===== src/rtl/count_seq_pkg.sv =====
// Shared definitions for the count sequencer: FSM state encoding,
// default widths and the width of the speed selector.
package count_seq_pkg;

  typedef enum logic [1:0] {
    IDLE = 2'd0,
    UP   = 2'd1,
    DOWN = 2'd2,
    HOLD = 2'd3
  } state_t;

  localparam int CNT_W_DEF = 4;
  localparam int DIV_W_DEF = 27;
  localparam int SPEED_W   = 2;

endpackage


===== src/rtl/count_sequencer_tick_gen.sv =====
// Programmable tick divider. It produces a one-cycle clock-enable pulse
// every 'term' cycles while running. The divider count freezes while not
// running and is zeroed on clear. 'term' is taken from speed_sel only at a
// tick boundary or while load is high, so a speed change never cuts a
// period short.
module tick_gen
  import count_seq_pkg::*;
#(
  parameter int DIV_DEFAULT = 100_000_000,
  parameter int DIV_W       = DIV_W_DEF
) (
  input  logic               clk,
  input  logic               rst_n,
  input  logic               run,
  input  logic               clear,
  input  logic               load,
  input  logic [SPEED_W-1:0] speed_sel,
  output logic               step,
  output logic               tick
);

  localparam logic [DIV_W:0] DIV_FULL = (DIV_W+1)'(DIV_DEFAULT);

  logic [DIV_W-1:0] div_cnt;
  logic [DIV_W:0]   term;
  logic [DIV_W:0]   term_sel;

  assign term_sel = DIV_FULL >> speed_sel;
  assign step     = run && !clear && ({1'b0, div_cnt} == (term - 1'b1));

  // Divider count, latched period and the registered tick pulse.
  always_ff @(posedge clk or negedge rst_n) begin
    if (!rst_n) begin
      div_cnt <= '0;
      term    <= DIV_FULL;
      tick    <= 1'b0;
    end else begin
      tick <= step;
      if (clear || step) begin
        div_cnt <= '0;
      end else if (run) begin
        div_cnt <= div_cnt + 1'b1;
      end
      if (load || step) begin
        term <= term_sel;
      end
    end
  end

endmodule


===== src/rtl/count_sequencer.sv =====
// Count sequencer: direction/run FSM plus the up/down counter it drives,
// paced by the tick_gen divider. Buttons are single-cycle pulses with
// priority clear > hold > up/down; up and down together cancel out.
// Optional build macro COUNT_SEQUENCER_SATURATE_EN: the counter saturates
// at its limits instead of wrapping, and reaching a limit parks the FSM
// in HOLD.
module count_sequencer
  import count_seq_pkg::*;
#(
  parameter int DIV_DEFAULT = 100_000_000,
  parameter int DIV_W       = DIV_W_DEF,
  parameter int CNT_W       = CNT_W_DEF
) (
  input  logic               clk,
  input  logic               reset,
  input  logic               btn_up,
  input  logic               btn_down,
  input  logic               btn_hold,
  input  logic               btn_clear,
  input  logic [SPEED_W-1:0] speed_sel,
  output logic [CNT_W-1:0]   count,
  output logic               dir,
  output logic               running,
  output logic               tick,
  output logic               wrap
);

  localparam logic [CNT_W-1:0] CNT_MAX  = '1;
  localparam logic [CNT_W-1:0] CNT_ZERO = '0;
  localparam logic [CNT_W-1:0] CNT_ONE  = CNT_W'(1);

  state_t           state;
  state_t           state_next;
  logic             saved_dir;
  logic             saved_dir_next;
  logic [CNT_W-1:0] count_next;
  logic             wrap_next;
  logic             step;
  logic             up_req;
  logic             down_req;
  logic             in_idle;
`ifdef COUNT_SEQUENCER_SATURATE_EN
  logic             sat_hit;
`endif

  assign running  = (state == UP) || (state == DOWN);
  assign in_idle  = (state == IDLE);
  assign up_req   = btn_up && !btn_down;
  assign down_req = btn_down && !btn_up;
  assign dir      = saved_dir;

  tick_gen #(
    .DIV_DEFAULT(DIV_DEFAULT),
    .DIV_W      (DIV_W)
  ) u_tick_gen (
    .clk      (clk),
    .rst_n    (reset),
    .run      (running),
    .clear    (btn_clear || in_idle),
    .load     (in_idle),
    .speed_sel(speed_sel),
    .step     (step),
    .tick     (tick)
  );

  // Counter arithmetic for the coming edge: clear, or one step per tick.
  always_comb begin
    count_next = count;
    wrap_next  = 1'b0;
`ifdef COUNT_SEQUENCER_SATURATE_EN
    sat_hit    = 1'b0;
`endif
    if (btn_clear) begin
      count_next = CNT_ZERO;
    end else if (step) begin
      if (state == UP) begin
`ifdef COUNT_SEQUENCER_SATURATE_EN
        if (count != CNT_MAX) begin
          count_next = count + 1'b1;
        end
        wrap_next = (count == (CNT_MAX - CNT_ONE));
        sat_hit   = (count >= (CNT_MAX - CNT_ONE));
`else
        count_next = count + 1'b1;
        wrap_next  = (count == CNT_MAX);
`endif
      end else begin
`ifdef COUNT_SEQUENCER_SATURATE_EN
        if (count != CNT_ZERO) begin
          count_next = count - 1'b1;
        end
        wrap_next = (count == CNT_ONE);
        sat_hit   = (count <= CNT_ONE);
`else
        count_next = count - 1'b1;
        wrap_next  = (count == CNT_ZERO);
`endif
      end
    end
  end

  // Next-state logic for the run/direction FSM.
  always_comb begin
    state_next     = state;
    saved_dir_next = saved_dir;
    if (btn_clear) begin
      state_next = IDLE;
`ifdef COUNT_SEQUENCER_SATURATE_EN
    end else if (sat_hit) begin
      state_next = HOLD;
`endif
    end else if (btn_hold) begin
      case (state)
        UP, DOWN: state_next = HOLD;
        HOLD:     state_next = saved_dir ? UP : DOWN;
        default:  state_next = state;
      endcase
    end else if (up_req) begin
      state_next     = UP;
      saved_dir_next = 1'b1;
    end else if (down_req) begin
      state_next     = DOWN;
      saved_dir_next = 1'b0;
    end
  end

  // State, direction, counter and wrap registers.
  always_ff @(posedge clk or negedge reset) begin
    if (!reset) begin
      state     <= IDLE;
      saved_dir <= 1'b1;
      count     <= '0;
      wrap      <= 1'b0;
    end else begin
      state     <= state_next;
      saved_dir <= saved_dir_next;
      count     <= count_next;
      wrap      <= wrap_next;
    end
  end

endmodule

===== config.mk =====
export PLATFORM = sky130hd
export DESIGN_NAME = count_sequencer
export DESIGN_NICKNAME = d
export VERILOG_FILES = /design/src/rtl/count_seq_pkg.sv /design/src/rtl/count_sequencer_tick_gen.sv /design/src/rtl/count_sequencer.sv
export SDC_FILE = /design/constraint.sdc
export NUM_CORES = 1
export LEC_CHECK = 0
export BUFFER_PORTS_ARGS = -buffer_cell sky130_fd_sc_hd__buf_2
export CAP_MARGIN = 20
export CORE_MARGIN = 10
export CORE_UTILIZATION = 47
export DETAILED_ROUTE_END_ITERATION = 12
export PLACE_DENSITY_LB_ADDON = 0.05
export SLEW_MARGIN = 20
export SYNTH_ARGS = -nofsm -noshare
export SYNTH_HDL_FRONTEND = slang
export SYNTH_HIERARCHICAL = 1
export SYNTH_SLANG_ARGS = --single-unit

===== constraint.sdc =====
create_clock -name clk -period 4.2 [get_ports clk]
set_input_delay 1.26 -clock clk [delete_from_list [all_inputs] [get_ports clk]]
set_output_delay 1.26 -clock clk [all_outputs]
set_load 0.005 [all_outputs]

==> impl_metrics.env, run 1 <==
export IMPL_status="finished clean"
export IMPL_yosysTopAreaCell="dfrtp_1"
export IMPL_cp_max_fo=10
export IMPL_pwr_density_cell_nw_per_um2=365
export IMPL_hold_buffers=0
export IMPL_ys_seq_area_share_pct=41.6
export IMPL_die_height_um=97.8
export IMPL_via_per_inst=5.13
export IMPL_worstPathArrival_ps=3240
export IMPL_grt_max_degree=48
export IMPL_mostFrequentLayoutCells="nor2_1, dfrtp_1, xor2_1"
export IMPL_cts_resized=0
export IMPL_hold_class="reg2reg"
export IMPL_max_slew_margin_pct=44.0
export IMPL_dp_cells=364
export IMPL_cts_sinks=47
export IMPL_first_pass_iters=4
export IMPL_antenna_found_initial=0
export IMPL_coreArea_um2=5890
export IMPL_area_growth_synth_to_final_pct=9.33
export IMPL_groute_usage_overall_pct=11.9
export IMPL_setup_viol=0
export IMPL_worst_pin_slew_ps=833
export IMPL_placed_area_um2=2970
export IMPL_gp_congestion=0.818
export IMPL_finalMaxSlewViolations=0
export IMPL_cpPeakStageDelay_ps=350
export IMPL_finalCriticalPeriod_ps=3040
export IMPL_finalNetCount=314
export IMPL_synth_avg_cell_area_um2=10.2
export IMPL_wl_um=5580
export IMPL_critPathSlowestCell="nor4_1"
export IMPL_skew_ps=8.69
export IMPL_clk_latency_ps=310
export IMPL_fin_crit_sh_pct=72.5
export IMPL_leakage_nw=1.38
export IMPL_design_area_um2=3110
export IMPL_port_buffers=15
export IMPL_yosys_top_cells_area="dfrtp_1, xor2_1, nor2_1"
export IMPL_wire_per_inst_um=15.0
export IMPL_layout_cells_non_filler=372
export IMPL_drive_gt1_share_pct=17.8
export IMPL_clkTransAtPathRegs_ps=90
export IMPL_hold_viol=0
export IMPL_cap_violations=0
export IMPL_clockBufferDepth=2
export IMPL_async_flop_share_pct=100
export IMPL_die_area_um2=9560
export IMPL_ys_types=52
export IMPL_cp_end_kind="register"
export IMPL_post_synth_top_area_fraction_pct=36.1
export IMPL_ys_flop_type="dfrtp_1"
export IMPL_grt_ovfl_total=0
export IMPL_fp_dieW_um=97.8
export IMPL_crit_chain="buf_2 > or2_2 > a2111oi_4 > nand4_1 > nor4_1 > buf_4 > nand2_1 > mux2i_1 > mux2_2"
export IMPL_num_antenna_cells=0
export IMPL_core_rowCount=28
export IMPL_syn_cell_area_um2=2840
export IMPL_start_kind="input pin"
export IMPL_start_util_pct=48.3
export IMPL_worstPathRequired_ps=4400
export IMPL_num_fill_cells=559
export IMPL_ir_worst_vdd_mv=0.207
export IMPL_r2r_cells=10
export IMPL_dp_hpwl_um=4060
export IMPL_syn_inst=280
export IMPL_cts_buffers=5
export IMPL_max_freq_mhz=328
export IMPL_cts_setup_buffers=0
export IMPL_htreeDepth=2
export IMPL_num_vias=1910
export IMPL_path_class="in2reg"
export IMPL_rsz0062_at_grt="no"
export IMPL_layout_commonest_cell="nor2_1"
export IMPL_io_pins=16
export IMPL_total_power_mw=1.14
export IMPL_hold_depth=2
export IMPL_drc=0
export IMPL_cts_tree="yes"
export IMPL_syn_nets=298
export IMPL_postRouteAntennaNets=0
export IMPL_clockRootBuffer="clkbuf_8"
export IMPL_setup_tns_final_ps=0
export IMPL_grt_pass1_wl_um=9580
export IMPL_first_global_vias=1929
export IMPL_drt_iter0_drc=74
export IMPL_synth_edff_count=0
export IMPL_yosys_register_bits=47
export IMPL_yosysWarnings=6
cells in the mapped netlist (3+ instances only):
master and n:
a21oi_1 4, a31oi_1 3, and3_1 3, and4_1 5, buf_4 3, buf_6 3, clkbuf_1 3, dfrtp_1 41
dfstp_2 6, ha_1 9, inv_1 18, mux2_4 5, mux2i_1 9, nand2_1 12, nand3_1 10, nand4_1 12
nor2_1 45, nor3_1 6, nor4_1 3, xnor2_1 14, xor2_1 29
layout make-up:
cell class                 instances  area [µm²]  share of cell area (%)
sequential                        47        1180                    38.1
multi-input combinational        205        1520                    48.9
timing repair buffer              19         108                    3.46
clock inverter                     3        67.6                    2.17
tap                               75        93.8                    3.02
clock buffer                       5        68.8                    2.21
inverter                          18        67.6                    2.17
worst paths after layout:
| path | start | endpoint | slack [ps] |
|---|---|---|---|
| max | btn_clear | count[3] | 1160 |
| min | u_tick_gen/term[18] | u_tick_gen/term[18] | 500 |
| max reg2reg | state[0] | count[3] | 1320 |
| min reg2reg | u_tick_gen/term[18] | u_tick_gen/term[18] | 500 |
| max in group asynchronous | reset | u_tick_gen/div_cnt[5] | 2840 |
| min in group asynchronous | reset | u_tick_gen/term[11] | 950 |
critical path: cells and delay by family:
family	cells	cell delay, ps
compound gates	1	250
mux	2	480
buf+inv	2	370
simple gates	4	880
power breakdown:
part / internal, mW / switching, mW / total [mW] / leakage, nW
clock: 0.237 / 0.163 / 0.401 / 0.0644
sequential: 0.484 / 0.0347 / 0.519 / 0.623
combinational: 0.0952 / 0.120 / 0.215 / 0.698
total: 0.817 / 0.318 / 1.14 / 1.38
per-layer routing:
layer,track usage [%],vias to the layer above,part of all wire [%]
met5,0,-,0
met4,4.03,0,1.3
met1,16.1,904,50
met2,18.2,17,46
met3,2.75,6,2.7
li1,-,983,-
kinds of logic (layout without fill, tap and decap cells):
| family | Yosys count | in the layout | share of synthesized area, % |
|---|---|---|---|
| AOI/OAI and AO/OA | 19 | 19 | 6.47 |
| xor gates and xnor gates | 43 | 43 | 13.2 |
| adders and majority gates | 10 | 10 | 4.67 |
| buffers and inverters | 28 | 45 | 4.93 |
| DFF | 47 | 47 | 41.6 |
| muxes | 16 | 16 | 6.60 |
| and+or+nand+nor | 117 | 117 | 22.4 |
state kept, by name, indices dropped and copies added, names as in the netlist:
register and flops:
count 4, dir 1, state 2, u_tick_gen/div_cnt 27
u_tick_gen/term 11, u_tick_gen/tick 1, wrap 1
stage by stage:
step	utilization (%)	setup WS [ps]	hold slack [ps]
floorplan	-	837	449
global placement	50.4	930	480
detailed placement	50.4	818	477
CTS	52.8	1140	497
global route	52.8	1020	501
finish	52.8	1160	496
Power figures use the tool's default switching activity.
==> run 2, diff against run 1 <==
==> constraint.sdc (replaced) <==
create_clock -name clk -period 2.8 [get_ports clk]
set_input_delay 0.84 -clock clk [delete_from_list [all_inputs] [get_ports clk]]
set_output_delay 0.84 -clock clk [all_outputs]
set_load 0.005 [all_outputs]
==> impl_metrics.env, run 2 (same netlist as run 1, synthesis figures left out) <==
export IMPL_status="finished clean"
export IMPL_via_per_inst=5.25
export IMPL_cts_tree="yes"
export IMPL_cts_setup_buffers=0
export IMPL_design_area_um2=3200
export IMPL_io_pins=16
export IMPL_start_util_pct=48.3
export IMPL_finalCriticalPeriod_ps=2570
export IMPL_critPathTopFamily="simple AND/OR/NAND/NOR gates"
export IMPL_clk_latency_ps=300
export IMPL_first_pass_iters=4
export IMPL_wl_um=5630
export IMPL_dp_cells=374
export IMPL_port_buffers=15
export IMPL_pwr_density_cell_nw_per_um2=521
export IMPL_fin_crit_sh_pct=91.7
export IMPL_num_vias=2005
export IMPL_hold_buffers=0
export IMPL_gp_congestion=0.793
export IMPL_worst_pin_slew_ps=424
export IMPL_hold_ws_ps=450
export IMPL_cp_end_kind="register"
export IMPL_drive_gt1_share_pct=21.2
export IMPL_postRouteAntennaNets=0
export IMPL_dp_hpwl_um=4210
export IMPL_wire_per_inst_um=14.7
export IMPL_coreArea_um2=5890
export IMPL_hold_viol=0
export IMPL_finalNetCount=324
export IMPL_cts_sinks=47
export IMPL_setup_tns_final_ps=0
export IMPL_fp_dieW_um=97.8
export IMPL_start_kind="register"
export IMPL_grt_pass1_wl_um=9820
export IMPL_path_class="reg2reg"
export IMPL_grt_max_degree=22
export IMPL_leakage_nw=1.44
export IMPL_hold_class="in2async"
export IMPL_worstPathRequired_ps=2990
export IMPL_groute_usage_overall_pct=12.1
export IMPL_core_rowCount=28
export IMPL_cpPeakStageDelay_ps=450
export IMPL_largest_register_ffs=27
export IMPL_mostFrequentLayoutCells="nor2_1, dfrtp_1, xor2_1"
export IMPL_grt_ovfl_total=0
export IMPL_antenna_found_initial=0
export IMPL_critPathSlowestCell="dfrtp_1"
export IMPL_max_freq_mhz=389
export IMPL_worstPathArrival_ps=2760
export IMPL_cp_max_fo=5
export IMPL_max_slew_margin_pct=71.6
export IMPL_clkTransAtPathRegs_ps=90
export IMPL_rsz0062_at_grt="no"
export IMPL_cts_buffers=5
export IMPL_path_buf_inv=0
export IMPL_cts_resized=0
export IMPL_cap_violations=0
export IMPL_layout_commonest_cell="nor2_1"
export IMPL_skew_ps=5.78
export IMPL_ir_worst_vdd_mv=0.219
export IMPL_clockRootBuffer="clkbuf_8"
export IMPL_top_register="u_tick_gen/div_cnt"
export IMPL_num_antenna_cells=0
export IMPL_finalMaxSlewViolations=0
export IMPL_drc=0
export IMPL_first_global_vias=1982
export IMPL_layout_cells_non_filler=382
export IMPL_drt_iter0_drc=52
export IMPL_die_area_um2=9560
export IMPL_die_height_um=97.8
export IMPL_setup_viol=0
export IMPL_htreeDepth=2
export IMPL_placed_area_um2=3080
export IMPL_post_route_util_pct=54.4
export IMPL_clockBufferDepth=2
export IMPL_regArea_um2=1180
export IMPL_area_growth_synth_to_final_pct=12.6
export IMPL_crit_chain="or3_4 > a2111oi_4 > nand4_1 > nor4_2 > nand2_1 > mux2i_1 > mux2_2"
export IMPL_multi_input_area_um2=1530
export IMPL_reg_top3="u_tick_gen/div_cnt: 27 flops, u_tick_gen/term: 11 flops, count: 4 flops"
export IMPL_num_fill_cells=521
run 2: worst paths after layout:
path | from | endpoint | slack (ps) | depth (start not counted)
min | reset | u_tick_gen/term[25] | 450 | 1
min reg2reg | u_tick_gen/term[18] | u_tick_gen/term[18] | 490 | 2
min in group clk | u_tick_gen/term[18] | u_tick_gen/term[18] | 490 | 2
max | u_tick_gen/div_cnt[22] | count[3] | 230 | 7
max in group asynchronous | reset | u_tick_gen/term[23] | 1710 | 2
max reg2reg | u_tick_gen/div_cnt[22] | count[3] | 230 | 7
run 2: area by class of cell:
cell class / instances / area share [%]
clock buffers: 6 / 2.58
clock inverters: 2 / 1.21
inverters: 18 / 2.11
multi-input cells: 205 / 47.8
flip-flops and latches: 47 / 37.0
well taps: 75 / 2.93
repair buffers: 29 / 6.41
run 2: report_power, final:
group,switching (mW),internal (mW)
logic,0.193,0.167
clock network,0.240,0.294
registers,0.0478,0.727
run 2: per-layer routing:
layer | vias to the layer above | GRT usage, % | part of all wire (%)
met2 | 24 | 18.9 | 46
met4 | 0 | 3.02 | 0.66
met1 | 969 | 16.5 | 50
met5 | - | 0 | 0
li1 | 1008 | - | -
met3 | 4 | 2.82 | 2.9
run 2: through the flow:
step	worst slack, ps	total power, mW
6_report	231	1.67
5_1_grt	15.4	1.76
4_1_cts	191	1.70
3_5_place_dp	69.8	1.15
3_3_place_gp	107	1.15
2_1_floorplan	65.6	1.05
